### src/rtl/csa13_acc_pkg.sv
// Shared types and defaults for the csa13 accumulator stage.
package csa13_acc_pkg;

  typedef enum logic [1:0] {
    IDLE  = 2'd0,
    ACCUM = 2'd1,
    HOLD  = 2'd2
  } state_t;

  localparam int DEF_WIDTH = 13;
  localparam int DEF_CNT_W = 4;

  function automatic int max_terms(input int cnt_w);
    return (1 << cnt_w) - 1;
  endfunction

endpackage

### src/rtl/csa13_accum_seq.sv
// Frame accumulator driving an external 13-bit carry-select adder.
// Optional saturation of the accumulator is enabled by defining CSA13_ACC_SAT_EN.
module csa13_accum_seq
  import csa13_acc_pkg::*;
#(
  parameter int WIDTH = DEF_WIDTH,
  parameter int CNT_W = DEF_CNT_W
) (
  input  logic             i_clk,
  input  logic             i_rst_n,
  input  logic             i_in_valid,
  output logic             o_in_ready,
  input  logic [WIDTH-1:0] i_in_data,
  input  logic             i_in_last,
  output logic [WIDTH-1:0] o_add_term1,
  output logic [WIDTH-1:0] o_add_term2,
  input  logic [WIDTH-1:0] i_sum,
  input  logic             i_cout,
  output logic             o_out_valid,
  input  logic             i_out_ready,
  output logic [WIDTH-1:0] o_out_sum,
  output logic             o_out_ovf,
  output logic             o_out_trunc,
  output logic [CNT_W-1:0] o_out_count
);

`ifdef CSA13_ACC_SAT_EN
  localparam bit SAT_EN = 1'b1;
`else
  localparam bit SAT_EN = 1'b0;
`endif

  localparam logic [CNT_W-1:0] MAX_CNT = CNT_W'(max_terms(CNT_W));

  state_t           state, state_nxt;
  logic [WIDTH-1:0] acc, acc_nxt;
  logic [CNT_W-1:0] cnt, cnt_nxt, cnt_inc;
  logic             ovf, ovf_nxt;
  logic             trunc, trunc_nxt;
  logic             accept;

  function automatic logic [WIDTH-1:0] next_acc(input logic [WIDTH-1:0] sum,
                                                input logic cout,
                                                input logic ovf_prev);
    if (SAT_EN && (cout || ovf_prev)) return '1;
    return sum;
  endfunction

  assign o_add_term1 = acc;
  assign o_add_term2 = i_in_data;

  assign o_in_ready  = i_rst_n && (state != HOLD);
  assign o_out_valid = i_rst_n && (state == HOLD);
  assign accept      = i_in_valid && o_in_ready;
  assign cnt_inc     = cnt + CNT_W'(1);

  always_comb begin
    state_nxt = state;
    acc_nxt   = acc;
    cnt_nxt   = cnt;
    ovf_nxt   = ovf;
    trunc_nxt = trunc;
    case (state)
      // IDLE shares the ACCUM path: acc, cnt and ovf are already zero there
      IDLE, ACCUM: begin
        if (accept) begin
          acc_nxt = next_acc(i_sum, i_cout, ovf);
          cnt_nxt = cnt_inc;
          ovf_nxt = ovf | i_cout;
          if (i_in_last) begin
            state_nxt = HOLD;
          end else if (cnt_inc == MAX_CNT) begin
            state_nxt = HOLD;
            trunc_nxt = 1'b1;
          end else begin
            state_nxt = ACCUM;
          end
        end
      end
      HOLD: begin
        if (i_out_ready) begin
          acc_nxt   = '0;
          cnt_nxt   = '0;
          ovf_nxt   = 1'b0;
          trunc_nxt = 1'b0;
          state_nxt = IDLE;
        end
      end
      default: state_nxt = IDLE;
    endcase
  end

  always_ff @(posedge i_clk) begin
    if (!i_rst_n) begin
      state <= IDLE;
      acc   <= '0;
      cnt   <= '0;
      ovf   <= 1'b0;
      trunc <= 1'b0;
    end else begin
      state <= state_nxt;
      acc   <= acc_nxt;
      cnt   <= cnt_nxt;
      ovf   <= ovf_nxt;
      trunc <= trunc_nxt;
    end
  end

  assign o_out_sum   = acc;
  assign o_out_count = cnt;
  assign o_out_ovf   = ovf;
  assign o_out_trunc = trunc;

endmodule

### config.mk
export PLATFORM = sky130hd
export DESIGN_NAME = csa13_accum_seq
export DESIGN_NICKNAME = d
export VERILOG_FILES = /design/src/rtl/csa13_acc_pkg.sv /design/src/rtl/csa13_accum_seq.sv
export SDC_FILE = /design/constraint.sdc
export NUM_CORES = 1
export LEC_CHECK = 0
export CORE_MARGIN = 2
export CORE_UTILIZATION = 34
export DETAILED_ROUTE_END_ITERATION = 7
export GPL_ROUTABILITY_DRIVEN = 1
export PLACE_DENSITY = 0.88
export SLEW_MARGIN = 15
export SYNTH_ARGS = -nofsm -noshare
export SYNTH_HDL_FRONTEND = slang
export SYNTH_SLANG_ARGS = --single-unit
### constraint.sdc
create_clock -name i_clk -period 2.1 [get_ports i_clk]
set_clock_uncertainty 0.1 [all_clocks]
set_input_delay 0.63 -clock i_clk [delete_from_list [all_inputs] [get_ports i_clk]]
set_output_delay 0.63 -clock i_clk [all_outputs]
set_load 0.1 [all_outputs]
==> impl_results.md, run 1 <==
- Routed vias: 914
- Tightest Pin Transition: 0.4721 ns
- Startpoint Class: flip-flop
- Avg Cell Area, Syn: 9.295 µm²
- Final period utilization: 97.36%
- DIE HEIGHT: 61.04 µm
- Met3 global-route usage: 3.782%
- Worst hold margin: 0.4252 ns
- ANT cells: 0
- ANT nets after route: 0
- Final Instance Area: 0.001939 mm²
- Peak supply drop: 0.0002718 V
- I/O pin cnt: 79
- Per-cell routed wire length: 14.06 µm
- Worst skew pair latency: 0.30 ns
- Dominant synthesized flop cell: dfxtp_1
- Worst path arrival time: 1.31 ns
- Sink Count: 21
- Row count: 20
- Cells after synthesis: 119
- Syn nets: 153
- Worst Slack Setup Final: 0.05545 ns
- Yosys top cell area share: 38.01%
- DR vias/cell: 4.640
- Worst Reg-to-Reg Cells: 5
- First-pass GRT wire length: 4671 µm
- Simple-gate share of the synthesized area: 19.46%
- Clock root cell: clkbuf_4
- Largest net degree at the start of global routing: 18
- CTS H-tree depth: 1
- Final HPWL DP: 2171 µm
- RSZ-0062 raised after global routing: no
- Met1 usage: 19.53%
- Placer congestion estimate: 0.7478
- Final Max Slew Viols: 0
- Syn Std Cell Area: 0.001106 mm²
- Synth warn: 0
- Most used routing layer: met2
- CTS tree: built
- FF-to-FF Start: o_out_count[0]
- Clk buf depth: 2
- Initial antenna violation count: 0
- Slew HR: 68.08%
- RR Endpoint: state[1]
- # DRC: 0
- Worst Path Required: 1.37 ns
- Total Routing Usage GR: 16.43%
- Core area: 0.003078 mm²
- Post-synth top area cell: dfxtp_1
- Post-synth EDFFs: 0
- Final setup fails: 0
- Drt initial violations: 39
- Synth Area in Adders: 2.262%
- 1st-pass router iterations: 4
- Setup TNS: 0 ns
- Port bufs: 52
- Post-Place Cell Area: 0.001912 mm²
- Netlist cell types: 29
- FF-to-FF setup slack: 0.30 ns
- Compound-Gate Fraction of Synth Area: 18.78%
- Leak Pwr: 0.7572 nW
- Final min period: 2.045 ns
- Cell area power density: 563.8 mW/mm²
- Vias in the first global route: 980
- Sequential share of the synthesized area: 38.01%
- Largest family of logic cells by synthesized area: buffers and inverters
- Crit path from: state[0]
- Final hold violations: 0
- Total global routing overflow: 0
- Mux cell area share after synthesis: 0%
- Xor/xnor share of the synthesized area: 0%
- Crit path to: o_out_valid
- Maximum clock rate: 489.1 MHz
- Initial Util: 35.93%
- DIE AREA: 0.003725 mm²
- Synthesized flop and latch total: 21
- Layout cells sized above 1: 44.44%
- Tightest Hold Check Type: flip-flop to flip-flop
- Num CTS Buffers: 3
- Max-Cap Viols: 0
- CTS hold repair buffers: 0
- Async S/R FF share, synth: 0%
- Outcome: finished clean
- Met2 Use GR: 30.70%
- Die Wd: 61.04 µm
- Crit path capture type: output port
- CTS clock-pin slew for the worst setup and hold paths: 0.13 ns
- Drt total wl: 2770 µm
- Non-Filler Instances: 197
- Pre-CTS WS: -0.1751 ns
- Area growth, synth to finish: 75.34%
- Worst Path Max Fanout: 5
- Top cells by area, synth: dfxtp_1, buf_4, nor2b_1
- Placed instance count: 193
- WS Path Type: flip-flop to output port
- Layout Nets: 188
==> power breakdown <==
group / leakage [nW] / total, mW / switching (mW) / internal, mW
Combinational: 0.562 / 0.449 / 0.268 / 0.181
Sequential: 0.178 / 0.446 / 0.0281 / 0.418
Clock: 0.0177 / 0.198 / 0.127 / 0.0708
==> per-layer routing <==
| metal | wire length, µm | vias to the layer above | share of wire [%] |
|---|---|---|---|
| li1 | - | 452 | - |
| met1 | 1065 | 423 | 38 |
| met2 | 1502 | 39 | 54 |
| met3 | 203 | 0 | 7.3 |
| met4 | 0 | 0 | 0 |
| met5 | 0 | - | 0 |
==> cells in the mapped netlist, types with 3 or more instances <==
| cell | instances |
|---|---|
| a21oi_1 | 3 |
| a22oi_1 | 13 |
| buf_4 | 26 |
| dfxtp_1 | 21 |
| nand2_1 | 4 |
| nor2_1 | 4 |
| nor2b_1 | 18 |
==> critical path, cell delays in order (launching register included) <==
cell and delay, ns:
dfxtp_1 0.35, and2b_2 0.28, and2_2 0.23, buf_12 0.16
==> layout make-up <==
class	count	area (µm²)
fillers	257	1139
repair buffers	61	952.2
multi-input cells	65	457.9
flip-flops and latches	21	439.2
well taps	44	55.05
clock buffers	3	22.52
inverters	2	7.507
clock inverters	1	5.005
==> flip-flops by register name, summed over array words and instances, names as in the netlist <==
| signal | flops |
|---|---|
| o_add_term1 | 13 |
| o_out_count | 4 |
| o_out_ovf | 1 |
| o_out_trunc | 1 |
| state | 2 |
==> how the worst min path moves through the flow <==
stage	from	end	slack, ns	depth (start not counted)
5_1_grt	o_out_trunc	o_out_trunc	0.47	2
3_5_place_dp	o_out_trunc	o_out_trunc	0.41	2
2_1_floorplan	state[1]	state[0]	0.42	2
3_3_place_gp	o_out_trunc	o_out_trunc	0.40	2
6_report	o_out_trunc	o_out_trunc	0.43	2
4_1_cts	o_out_trunc	o_out_trunc	0.43	2
==> layout by cell type (no fill, tap or decap), types with 2 or more instances in the layout <==
master           instances
buf_12                  36
nor2b_1                 17
clkdlybuf4s50_1         17
dfxtp_2                 15
a22oi_1                 13
buf_4                    7
dfxtp_1                  6
nor2_1                   4
nand2_1                  4
a21oi_1                  3
clkbuf_4                 3
inv_1                    2
o21ai_2                  2
a21boi_1                 2
nand3_1                  2
ha_1                     2
==> repair_timing <==
action,CTS,global route
gates resized for setup,2,0
setup buffers,0,0
setup endpoints to repair,2,0
endpoints found under the hold margin,0,0
==> through the flow <==
step                      total power, mW  utilization, %
after floorplan                    0.8408               -
after global placement             0.8989           62.11
after detailed placement           0.9067           62.11
after CTS                           1.098           63.01
after global routing                1.140           63.01
final                               1.093           63.01
==> cells by family after synthesis <==
kind of cell    after synthesis
compound gates               27
fa+ha+maj                     2
buf+inv                      33
flops                        21
simple gates                 36
Note: power is estimated with default switching activity, not from simulation.
==> run 2: changes to the inputs <==
- SKIP_CTS_REPAIR_TIMING: default -> 1
==> impl_results.md, run 2 (same netlist as run 1, synthesis figures left out) <==
- Final setup fails: 0 (unchanged)
- Crit path capture type: output port
- Row count: 20 (unchanged)
- Layout Nets: 188 (unchanged)
- ANT nets after route: 0 (unchanged)
- Num CTS Buffers: 3 (unchanged)
- Total global routing overflow: 0 (unchanged)
- Vias in the first global route: 980 (unchanged)
- ANT cells: 0 (unchanged)
- Met2 Use GR: 30.70% (unchanged)
- Final Instance Area: 0.001943 mm² (+0.19%)
- 1st-pass router iterations: 4 (unchanged)
- Fillers: 256 (-0.39%)
- RSZ-0062 raised after global routing: no
- Initial antenna violation count: 0 (unchanged)
- Placer congestion estimate: 0.7478 (unchanged)
- Seq pwr share: 41.0% (+0.2 points)
- Design Power: 1.087 mW (-0.55%)
- Core area: 0.003078 mm² (unchanged)
- Hold_sp: o_out_trunc
- Clk buf depth: 2 (unchanged)
- Area growth, synth to finish: 75.68%
- Worst hold margin: 0.4234 ns (-0.001835 ns)
- Total Routing Usage GR: 16.43% (unchanged)
- Die Wd: 61.04 µm (unchanged)
- DIE AREA: 0.003725 mm² (unchanged)
- DIE HEIGHT: 61.04 µm (unchanged)
- Worst Path Required: 1.37 ns (about the same)
- Outcome: finished clean
- Final period utilization: 96.82% (-0.54 points)
- FF-to-FF setup slack: 0.30 ns (about the same)
- CTS clock-pin slew for the worst setup and hold paths: 0.12 ns (about the same)
- Tightest Hold Check Type: flip-flop to flip-flop
- Startpoint Class: flip-flop
- Leak Pwr: 0.7650 nW (+1.0%)
- Largest net degree at the start of global routing: 18 (unchanged)
- Final hold violations: 0 (unchanged)
- Setup TNS: 0 ns (unchanged)
- RR Endpoint: state[1]
- FF-to-FF Start: o_out_count[0]
- Final Max Slew Viols: 0 (unchanged)
- Final min period: 2.033 ns (-0.01130 ns)
- Cell Chain, Critical Path: and2b_2 > and2_2 > buf_12
- Worst Path Max Fanout: 5 (unchanged)
- Initial Util: 35.93% (unchanged)
- Worst path arrival time: 1.30 ns (about the same)
- Met3 global-route usage: 3.782% (unchanged)
- Placed instance count: 193 (unchanged)
- Final Util: 63.13% (+0.12 points)
- Worst Reg-to-Reg Cells: 5 (unchanged)
- WS Path Type: flip-flop to output port
- Clock root cell: clkbuf_4
- Sw frac: 38.35% (-0.37 points)
- Most frequent cells in the layout: buf_12, nor2b_1, clkdlybuf4s50_1
- Sink Count: 21 (unchanged)
- Hold Path Depth: 2 (unchanged)
- Most common cell after layout, fill and taps aside: buf_12
- Tightest Pin Transition: 0.4692 ns (-0.002942 ns)
- Internal power: 0.6704 mW (about the same)
- Most used routing layer: met2
- CP max stage cell: dfxtp_1
- NetSw: 0.4170 mW (-1.5%)
- CTS H-tree depth: 1 (unchanged)
- I/O pin cnt: 79 (unchanged)
- Maximum clock rate: 491.8 MHz (+0.56%)
- Peak supply drop: 0.0002717 V (about the same)
- Port bufs: 52 (unchanged)
- Drt total wl: 2747 µm (-0.83%)
- Cell area power density: 559.6 mW/mm² (-0.74%)
- CTS tree: built
- Non-Filler Instances: 197 (unchanged)
- Worst skew pair latency: 0.29 ns (about the same)
- Drt initial violations: 32 (-18%)
- Routed vias: 909 (-0.55%)
- Pre-CTS WS: -0.1751 ns (unchanged)
- Hold endpoint: o_out_trunc
- Number of flip-flops in the largest register: 13 (unchanged)
- Max incr delay on CP: 0.34 ns (about the same)
- First-pass GRT wire length: 4671 µm (unchanged)
- DR vias/cell: 4.614 (-0.55%)
- Worst Slack Setup Final: 0.06674 ns (+0.01130 ns)
- Layout cells sized above 1: 44.44% (unchanged)
- Gate power share: 41.3% (+0.2 points)
- Per-cell routed wire length: 13.94 µm (-0.83%)
- Max-Cap Viols: 0 (unchanged)
- Post-Place Cell Area: 0.001912 mm² (unchanged)
- Slew HR: 68.28% (+0.20 points)
- Clock Power Share: 17.7% (-0.4 points)
- Met1 usage: 19.53% (unchanged)
- # DRC: 0 (unchanged)
- Final HPWL DP: 2171 µm (unchanged)
[run 2: area by class of cell]
class | count | area (µm²) | area share [%]
Sequential cell | 21 | 439.2 | 22.60
Multi-Input combinational cell | 65 | 457.9 | 23.57
Tap cell | 44 | 55.05 | 2.833
Inverter | 2 | 7.507 | 0.3863
Timing Repair Buffer | 61 | 955.9 | 49.20
Clock buffer | 3 | 22.52 | 1.159
Clock inverter | 1 | 5.005 | 0.2576
[run 2: power by group through the flow]
stage | Clock [mW] | Combinational, mW | Sequential [mW]
2_1_floorplan | 0 | 0.297 | 0.544
3_3_place_gp | 0 | 0.446 | 0.453
3_5_place_dp | 0 | 0.451 | 0.455
4_1_cts | 0.199 | 0.453 | 0.447
5_1_grt | 0.224 | 0.467 | 0.450
6_report | 0.192 | 0.449 | 0.446
[run 2: worst max path at each step]
stage	to	cells past startpoint	slack, ns	startpoint
2_1_floorplan	o_in_ready	2	-0.03	i_rst_n
3_3_place_gp	o_out_valid	3	-0.16	i_rst_n
3_5_place_dp	o_add_term1[12]	7	-0.18	i_rst_n
4_1_cts	o_out_valid	3	-0.18	i_rst_n
5_1_grt	o_out_valid	3	0.01	state[1]
6_report	o_out_valid	3	0.07	state[0]
[run 2: critical path: cells and delay by family (launching register included)]
kind	cells	cell delay, ns
DFF	1	0.34
and+or+nand+nor	2	0.51
buffers and inverters	1	0.16
[run 2: routing by layer]
metal / wire, µm / vias to the layer above
li1: - / 453
met1: 1035 / 419
met2: 1506 / 37
met3: 206 / 0
met4: 0 / 0
met5: 0 / -
